### src/rtl/rx_frame_controller.sv
// UART receive-side controller: applies config while the line is idle,
// captures completed frames after a settle delay and queues them for the host.
module rx_frame_controller #(
  parameter int FIFO_DEPTH    = 4,
  parameter int SETTLE_CYCLES = 2,
  parameter int IDLE_CYCLES   = 16,
  parameter int CNT_W         = 8
) (
  input  logic             Clock,
  input  logic             ResetN,
  input  logic             DataTx,
  input  logic             RxFlag,
  input  logic [7:0]       RxData,
  input  logic [2:0]       RxErrorFlag,
  output logic             RxResetN,
  output logic [1:0]       RxBaudRate,
  output logic [1:0]       RxParityType,
  input  logic             CfgWrite,
  input  logic [1:0]       CfgBaud,
  input  logic [1:0]       CfgParity,
  output logic             CfgBusy,
  output logic             OutValid,
  input  logic             OutReady,
  output logic [7:0]       OutData,
  output logic [2:0]       OutError,
  output logic             Overflow,
  output logic [CNT_W-1:0] ErrCount,
  input  logic             ClrStatus
);

  localparam int AW = $clog2(FIFO_DEPTH);
  localparam int IW = $clog2(IDLE_CYCLES + 1);
  localparam int SW = $clog2(SETTLE_CYCLES + 1);

  typedef enum logic [1:0] {
    S_IDLE,
    S_SETTLE,
    S_CAPTURE,
    S_RECONFIG
  } state_t;

  state_t state, state_next;

  logic [IW-1:0] idle_cnt;
  logic          line_idle;
  logic          rx_prev;
  logic          flag_rise;
  logic [SW-1:0] settle_cnt;
  logic          settle_done;
  logic          capture;
  logic          in_reconf;
  logic [1:0]    pend_baud;
  logic [1:0]    pend_par;

  logic [10:0]   mem [FIFO_DEPTH];
  logic [AW-1:0] wr_ptr;
  logic [AW-1:0] rd_ptr;
  logic [AW:0]   count;
  logic          full;
  logic          push;
  logic          pop;

  assign line_idle   = (idle_cnt == IW'(IDLE_CYCLES));
  assign flag_rise   = RxFlag & ~rx_prev;
  assign settle_done = (settle_cnt == SW'(SETTLE_CYCLES - 1));
  assign full        = (count == (AW+1)'(FIFO_DEPTH));
  assign OutValid    = (count != '0);
  assign pop         = OutValid & OutReady;
  assign push        = capture & (~full | pop);
  assign OutData     = OutValid ? mem[rd_ptr][7:0] : 8'h00;
  assign OutError    = OutValid ? mem[rd_ptr][10:8] : 3'b000;

  // Count consecutive high line cycles, saturating at the idle threshold
  always_ff @(posedge Clock or negedge ResetN) begin
    if (!ResetN) begin
      idle_cnt <= '0;
    end else if (!DataTx) begin
      idle_cnt <= '0;
    end else if (!line_idle) begin
      idle_cnt <= idle_cnt + IW'(1);
    end
  end

  // RxFlag history for rise detection
  always_ff @(posedge Clock or negedge ResetN) begin
    if (!ResetN) rx_prev <= 1'b0;
    else         rx_prev <= RxFlag;
  end

  // State register
  always_ff @(posedge Clock or negedge ResetN) begin
    if (!ResetN) state <= S_IDLE;
    else         state <= state_next;
  end

  // Next-state logic; a frame edge takes priority over a pending reconfig
  always_comb begin
    state_next = state;
    unique case (state)
      S_IDLE: begin
        if (flag_rise)              state_next = S_SETTLE;
        else if (CfgBusy && line_idle) state_next = S_RECONFIG;
      end
      S_SETTLE:   if (settle_done) state_next = S_CAPTURE;
      S_CAPTURE:  state_next = S_IDLE;
      S_RECONFIG: state_next = S_IDLE;
      default:    state_next = S_IDLE;
    endcase
  end

  // State-decoded strobes
  always_comb begin
    capture   = 1'b0;
    in_reconf = 1'b0;
    unique case (state)
      S_CAPTURE:  capture   = 1'b1;
      S_RECONFIG: in_reconf = 1'b1;
      default: ;
    endcase
  end

  // Settle delay counter, only runs in SETTLE
  always_ff @(posedge Clock or negedge ResetN) begin
    if (!ResetN)                 settle_cnt <= '0;
    else if (state == S_SETTLE)  settle_cnt <= settle_cnt + SW'(1);
    else                         settle_cnt <= '0;
  end

  // Receiver reset and settings, updated as RECONFIG is entered
  always_ff @(posedge Clock or negedge ResetN) begin
    if (!ResetN) begin
      RxResetN     <= 1'b0;
      RxBaudRate   <= 2'b00;
      RxParityType <= 2'b00;
    end else begin
      RxResetN <= (state_next != S_RECONFIG);
      if (state_next == S_RECONFIG) begin
        RxBaudRate   <= pend_baud;
        RxParityType <= pend_par;
      end
    end
  end

  // Host config request; first request held until applied
  always_ff @(posedge Clock or negedge ResetN) begin
    if (!ResetN) begin
      CfgBusy   <= 1'b0;
      pend_baud <= 2'b00;
      pend_par  <= 2'b00;
    end else if (in_reconf) begin
      CfgBusy <= 1'b0;
    end else if (CfgWrite && !CfgBusy) begin
      CfgBusy   <= 1'b1;
      pend_baud <= CfgBaud;
      pend_par  <= CfgParity;
    end
  end

  // Frame FIFO storage and pointers
  always_ff @(posedge Clock or negedge ResetN) begin
    if (!ResetN) begin
      for (int i = 0; i < FIFO_DEPTH; i++) mem[i] <= '0;
      wr_ptr <= '0;
      rd_ptr <= '0;
      count  <= '0;
    end else begin
      if (push) begin
        mem[wr_ptr] <= {RxErrorFlag, RxData};
        wr_ptr      <= wr_ptr + AW'(1);
      end
      if (pop) rd_ptr <= rd_ptr + AW'(1);
      if (push && !pop)      count <= count + (AW+1)'(1);
      else if (pop && !push) count <= count - (AW+1)'(1);
    end
  end

  // Sticky status; clear beats a same-cycle update
  always_ff @(posedge Clock or negedge ResetN) begin
    if (!ResetN) begin
      Overflow <= 1'b0;
      ErrCount <= '0;
    end else if (ClrStatus) begin
      Overflow <= 1'b0;
      ErrCount <= '0;
    end else begin
      if (capture && full && !pop) Overflow <= 1'b1;
      if (capture && (RxErrorFlag != 3'b000) && (ErrCount != '1))
        ErrCount <= ErrCount + CNT_W'(1);
    end
  end

endmodule
### config.mk
export PLATFORM = sky130hd
export DESIGN_NAME = rx_frame_controller
export DESIGN_NICKNAME = d
export VERILOG_FILES = /design/src/rtl/rx_frame_controller.sv
export SDC_FILE = /design/constraint.sdc
export NUM_CORES = 1
export LEC_CHECK = 0
export BUFFER_PORTS_ARGS = -buffer_cell sky130_fd_sc_hd__buf_4
export CORE_MARGIN = 2
export CORE_UTILIZATION = 58
export CTS_BUF_LIST = sky130_fd_sc_hd__clkbuf_16
export DETAILED_ROUTE_END_ITERATION = 8
export GPL_ROUTABILITY_DRIVEN = 0
export PLACE_DENSITY = 0.8
export SYNTH_ARGS = -nofsm -noshare
export SYNTH_HDL_FRONTEND = slang
export SYNTH_SLANG_ARGS = --single-unit
### constraint.sdc
create_clock -name Clock -period 2.69 [get_ports Clock]
set_clock_uncertainty 0.15 [all_clocks]
set_input_delay 0.269 -clock Clock [delete_from_list [all_inputs] [get_ports Clock]]
set_output_delay 0.269 -clock Clock [all_outputs]
set_load 0.05 [all_outputs]
* After elaboration in Yosys (flattened, before gate mapping)
Index checks and enable logic that the tools add are counted.
Word-level totals: bits in registers 80, input port bits 22, output and inout bits 27
Cells by class: add/sub/neg operators 7, magnitude comparators 3, eq/ne operators 10, muxes and demuxes 25, bitwise operators 9, reductions and logical operators 21
Operators with widths (count):
- bitwise mux 44 bit | 1
- two-way mux 11 bit | 3
- two-way mux 8 bit | 3
- binary-select mux 11 bit (select 2 bit) | 1
- demux 11 bit (select 2 bit) | 1
- two-way mux 5 bit | 2
- logical AND 1 bit | 9
- two-way mux 3 bit | 3
- adder 8 x 1 -> 8 bit (second input constant) | 1
- two-way mux 2 bit | 4
- != test 8 bit (second input constant) | 1
- nonzero test 2 bit | 4
- adder 2 x 1 -> 2 bit (second input constant) | 3
- == test 2 bit (second input constant) | 3
- >= comparator 3 bit (second input constant) | 2
- two-way mux 1 bit | 6
- inverter 2 -> 3 bit | 2
- one-hot mux 2 bit (3 select lines) | 1
- nonzero test 3 bit | 2
- adder 5 x 1 -> 5 bit (second input constant) | 1
- == test 5 bit (second input constant) | 1
- == test 2 x 1 -> 1 bit (second input constant) | 2
- != test 2 bit (second input constant) | 2
- adder 3 x 1 -> 3 bit (second input constant) | 1
- other kinds (10) | 16

* Depth between registers and ports, before layout
word-level depth 8, mapped depth 9, mapped depth without buffers 8

* Least setup slack after synthesis
No wires, ideal clock.
path type register -> register, start point register count[1], end point register count[2], arrival 1926 ps, required time 2461 ps, slack 535 ps, stages on the path, launching flop included 9, clock period less this slack 2155 ps, path through dfrtp_1 > or3_1 > nand2_1 > ha_1 > inv_1 > fa_1 > xor2_1 > nor2_1 > xor2_1
On the way: word-level cells in the longest chain between the ends 7
RTL lines:
- start: declaration | RTL line 58 | logic [AW:0] count;
- start signal: assignment | RTL line 172 | if (push && !pop) count <= count + (AW+1)'(1);
- start signal: assignment | RTL line 173 | else if (pop && !push) count <= count - (AW+1)'(1);
- nonzero test 3 bit / == test 3 bit (equally long branches) | RTL line 67, 66
- bitwise AND 1 bit / inverter 1 bit (equally long branches) | RTL line 68, 69
- OR 1 bit | RTL line 69 | assign push = capture & (~full | pop);
- bitwise AND 1 bit | RTL line 69
- zero test 1 bit | RTL line 173
- logical AND 1 bit | RTL line 173
- nonzero test 2 bit (no source line)
Several ways; a longest one is shown, not always the timed one. The select of a mux whose other input is x is not followed. A chain may end at the register's enable or synchronous reset.

* Final worst setup path
start point register state[0], end point register count[2]
On the way: word-level cells in the longest chain between the ends 6
RTL lines:
- start: declaration | RTL line 42 | state_t state, state_next;
- start signal: assignment | RTL line 93 | else state <= state_next;
- == test 2 bit * | RTL line 115 | unique case (state)
- two-way mux 1 bit * | RTL line 115
- bitwise AND 1 bit * | RTL line 69
- zero test 1 bit | RTL line 173
- logical AND 1 bit | RTL line 173
- nonzero test 2 bit (no source line)
Every way passes the cells marked *; elsewhere a longest branch is shown, timed or not.

==> results.sh <==
export IMPL_r2r_start="state[0]"
export IMPL_setup_viol=0
export IMPL_yosys_cell_types_count=38
export IMPL_crit_fanout=8
export IMPL_hold_start="ClrStatus"
export IMPL_path_cells="nor2b_4, nor2b_4, ha_1, inv_1, fa_1, xor2_1, nor2_1, xor2_1"
export IMPL_hold_class="in2reg"
export IMPL_clock_latency_ns=0.33
export IMPL_die_x_um=85.46
export IMPL_ys_seq_elements=80
export IMPL_setup_tns_ns=0
export IMPL_critPathLaunch="state[0]"
export IMPL_clock_path_buffers=2
export IMPL_worst_r2r_setup_slack_ns=0.28
export IMPL_critPathTopFamily="simple AND/OR/NAND/NOR gates"
export IMPL_drtPass1Iterations=4
export IMPL_cts_tree="built"
export IMPL_peakVddDrop_uv=1129
export IMPL_placementRows=29
export IMPL_place_port_buffers=48
export IMPL_place_area_um2=4240
export IMPL_place_inst=379
export IMPL_fin_nets=347
export IMPL_drive_gt1_share_pct=43.44
export IMPL_grt_use_total_pct=20.66
export IMPL_netlist_instances=262
export IMPL_start_util_pct=60.27
export IMPL_synth_edf_count=0
export IMPL_wl_um=6805
export IMPL_power_leakage_nw=2.270
export IMPL_final_seq_area_um2=2002
export IMPL_overflow=0
export IMPL_syn_area_um2=3849
export IMPL_crit_type="reg2reg"
export IMPL_yosys_warnings=0
export IMPL_core_um2=6386
export IMPL_cpPeakStageDelay_ns=0.45
export IMPL_period_minus_slack_ns=2.413
export IMPL_via_per_inst=5.657
export IMPL_drv_slew=0
export IMPL_rr_worst_depth=8
export IMPL_detail_route_antenna_nets=0
export IMPL_grt_max_degree=81
export IMPL_synth_nets=294
export IMPL_post_route_drc_count=0
export IMPL_cts_made_buffers=9
export IMPL_multi_input_area_um2=1742
export IMPL_clock_sinks=80
export IMPL_layout_cells_non_filler=397
export IMPL_syn_to_final_growth_pct=19.34
export IMPL_holdPathStages=2
export IMPL_r2r_end="count[2]"
export IMPL_grt_pass1_vias=2315
export IMPL_hpwlAfterDp_um=4490
export IMPL_cp_start_kind="flop"
export IMPL_die_h_um=85.46
export IMPL_cts_htree_levels=3
export IMPL_cts_root_buf="clkbuf_16"
export IMPL_ys_async_sr_fraction_pct=100.0
export IMPL_crit_path_end_kind="flop"
export IMPL_fin_area_um2=4593
export IMPL_synth_seq_area_share_pct=52.02
export IMPL_critPathArrivalTime_ns=2.51
export IMPL_fill_cells=416
export IMPL_grt_pass1_wl_um=11470
export IMPL_max_freq_ghz=0.4145
export IMPL_vias=2246
export IMPL_antenna_cells=0
export IMPL_setup_slack_ns=0.2775
export IMPL_path_clk_slew_ns=0.06
export IMPL_dp_slack_ns=0.1351
export IMPL_boundaryPins=49
export IMPL_relSlewSlack_pct=35.39
export IMPL_status="finished clean"
export IMPL_total_power_mw=5.491
export IMPL_rsz0062_at_grt="no"
export IMPL_crit_required_ns=2.78
export IMPL_whs_ns=0.01410
export IMPL_min_to="ErrCount[5]"
export IMPL_cap_viol_max_count=0
export IMPL_avgSynthCellArea_um2=14.69
export IMPL_cpMaxStageDelayCell="dfrtp_1"
export IMPL_drt_iter0_drc=123
export IMPL_powerDensity_nw_per_um2=1196
export IMPL_die_area_um2=7303
export IMPL_cp_num_buf_inv=1
export IMPL_fin_util_pct=71.92
export IMPL_yosys_most_used_dff="dfrtp_1"
export IMPL_finalHoldViolCount=0
export IMPL_wl_per_cell_um=17.14
export IMPL_post_route_period_util_pct=89.68
export IMPL_grt_antenna_before_repair=0
export IMPL_tightest_slew_ns=0.9692
## where the power goes
part / internal, mW / total [mW] / switching (mW)
clock network: 0.821 / 1.31 / 0.484
registers: 1.63 / 1.94 / 0.308
logic: 1.13 / 2.25 / 1.12
total: 3.58 / 5.49 / 1.91
## cell families (layout without fill, tap and decap cells)
logic type / after synthesis / after routing / share of synthesized area, %
multiplexers: 66 / 66 / 26.37
adder cells (fa/ha/maj): 10 / 10 / 3.446
flip-flops: 80 / 80 / 52.02
AND/OR/NAND/NOR: 58 / 58 / 9.785
AO/OA/AOI/OAI: 20 / 20 / 3.250
XOR/XNOR: 10 / 10 / 2.276
buffers and inverters: 18 / 76 / 2.861
## layout by cell type (no fill, tap or decap), types with 6 or more instances in the layout
master,Yosys,final
clkbuf_16,0,9
mux2_2,13,13
and2_1,14,14
a21oi_1,7,7
nor2_1,6,6
mux4_2,11,11
dfrtp_1,80,80
xnor2_1,7,7
inv_1,8,8
mux2_4,40,40
ha_1,9,9
nand2_1,6,6
buf_4,1,50
nand3_1,8,8
## state kept, by name, indices dropped and copies added, names as in the netlist
name,cells
mem,44
ErrCount,8
idle_cnt,5
count,3
RxBaudRate,2
RxParityType,2
pend_baud,2
pend_par,2
rd_ptr,2
settle_cnt,2
state,2
wr_ptr,2
CfgBusy,1
Overflow,1
RxResetN,1
rx_prev,1
## per-layer routing
layer	track usage [%]	vias up	wire [um]
met5	0	-	0
met4	10.53	0	136
li1	-	1039	-
met3	3.696	12	240
met1	29.17	1149	3102
met2	30.97	46	3326
## worst reg2reg max path: stages (launching register included)
cell     delay, ns
dfrtp_1       0.45
nor2b_4       0.18
nor2b_4       0.38
ha_1          0.25
inv_1         0.06
fa_1          0.37
xor2_1        0.17
nor2_1        0.13
xor2_1        0.18
## worst max-delay path by stage
| stage | end | slack (ns) | cells after the start |
|---|---|---|---|
| CTS | count[2] | 0.06 | 8 |
| global route | count[2] | 0.17 | 8 |
| detailed placement | count[2] | 0.14 | 8 |
| finish | count[2] | 0.28 | 8 |
| global placement | count[2] | 0.23 | 8 |
| floorplan | count[2] | 0.53 | 8 |
## repair_timing
action                                  4_1_cts  5_1_grt
endpoints found under the hold margin        79        0
gates resized for setup                       0        1
hold buffers                                  2        0
endpoints found under the setup margin        0        1
setup buffers                                 0        0
## layout make-up
cell class	count	share of cell area [%]
clock inverters	7	2.234
multi-input cells	164	37.92
inverters	8	0.6538
flip-flops and latches	80	43.58
clock buffers	9	4.903
well taps	77	2.098
repair buffers	52	8.608
## Yosys cell counts (all sizes together) (5+ instances only)
master  number  share of area, %
mux2        53                19
nor2b        5               1.1
o21ai        5              0.65
xnor2        7               1.6
mux4        11               6.4
and2        14               2.3
ha           9               2.9
dfrtp       80                52
nand3        8               1.0
buf          9               2.0
inv          8              0.78
or3          5              0.81
nor2         6              0.59
a21oi        7              0.91
nand2       10               1.8
Power figures use the tool's default switching activity.
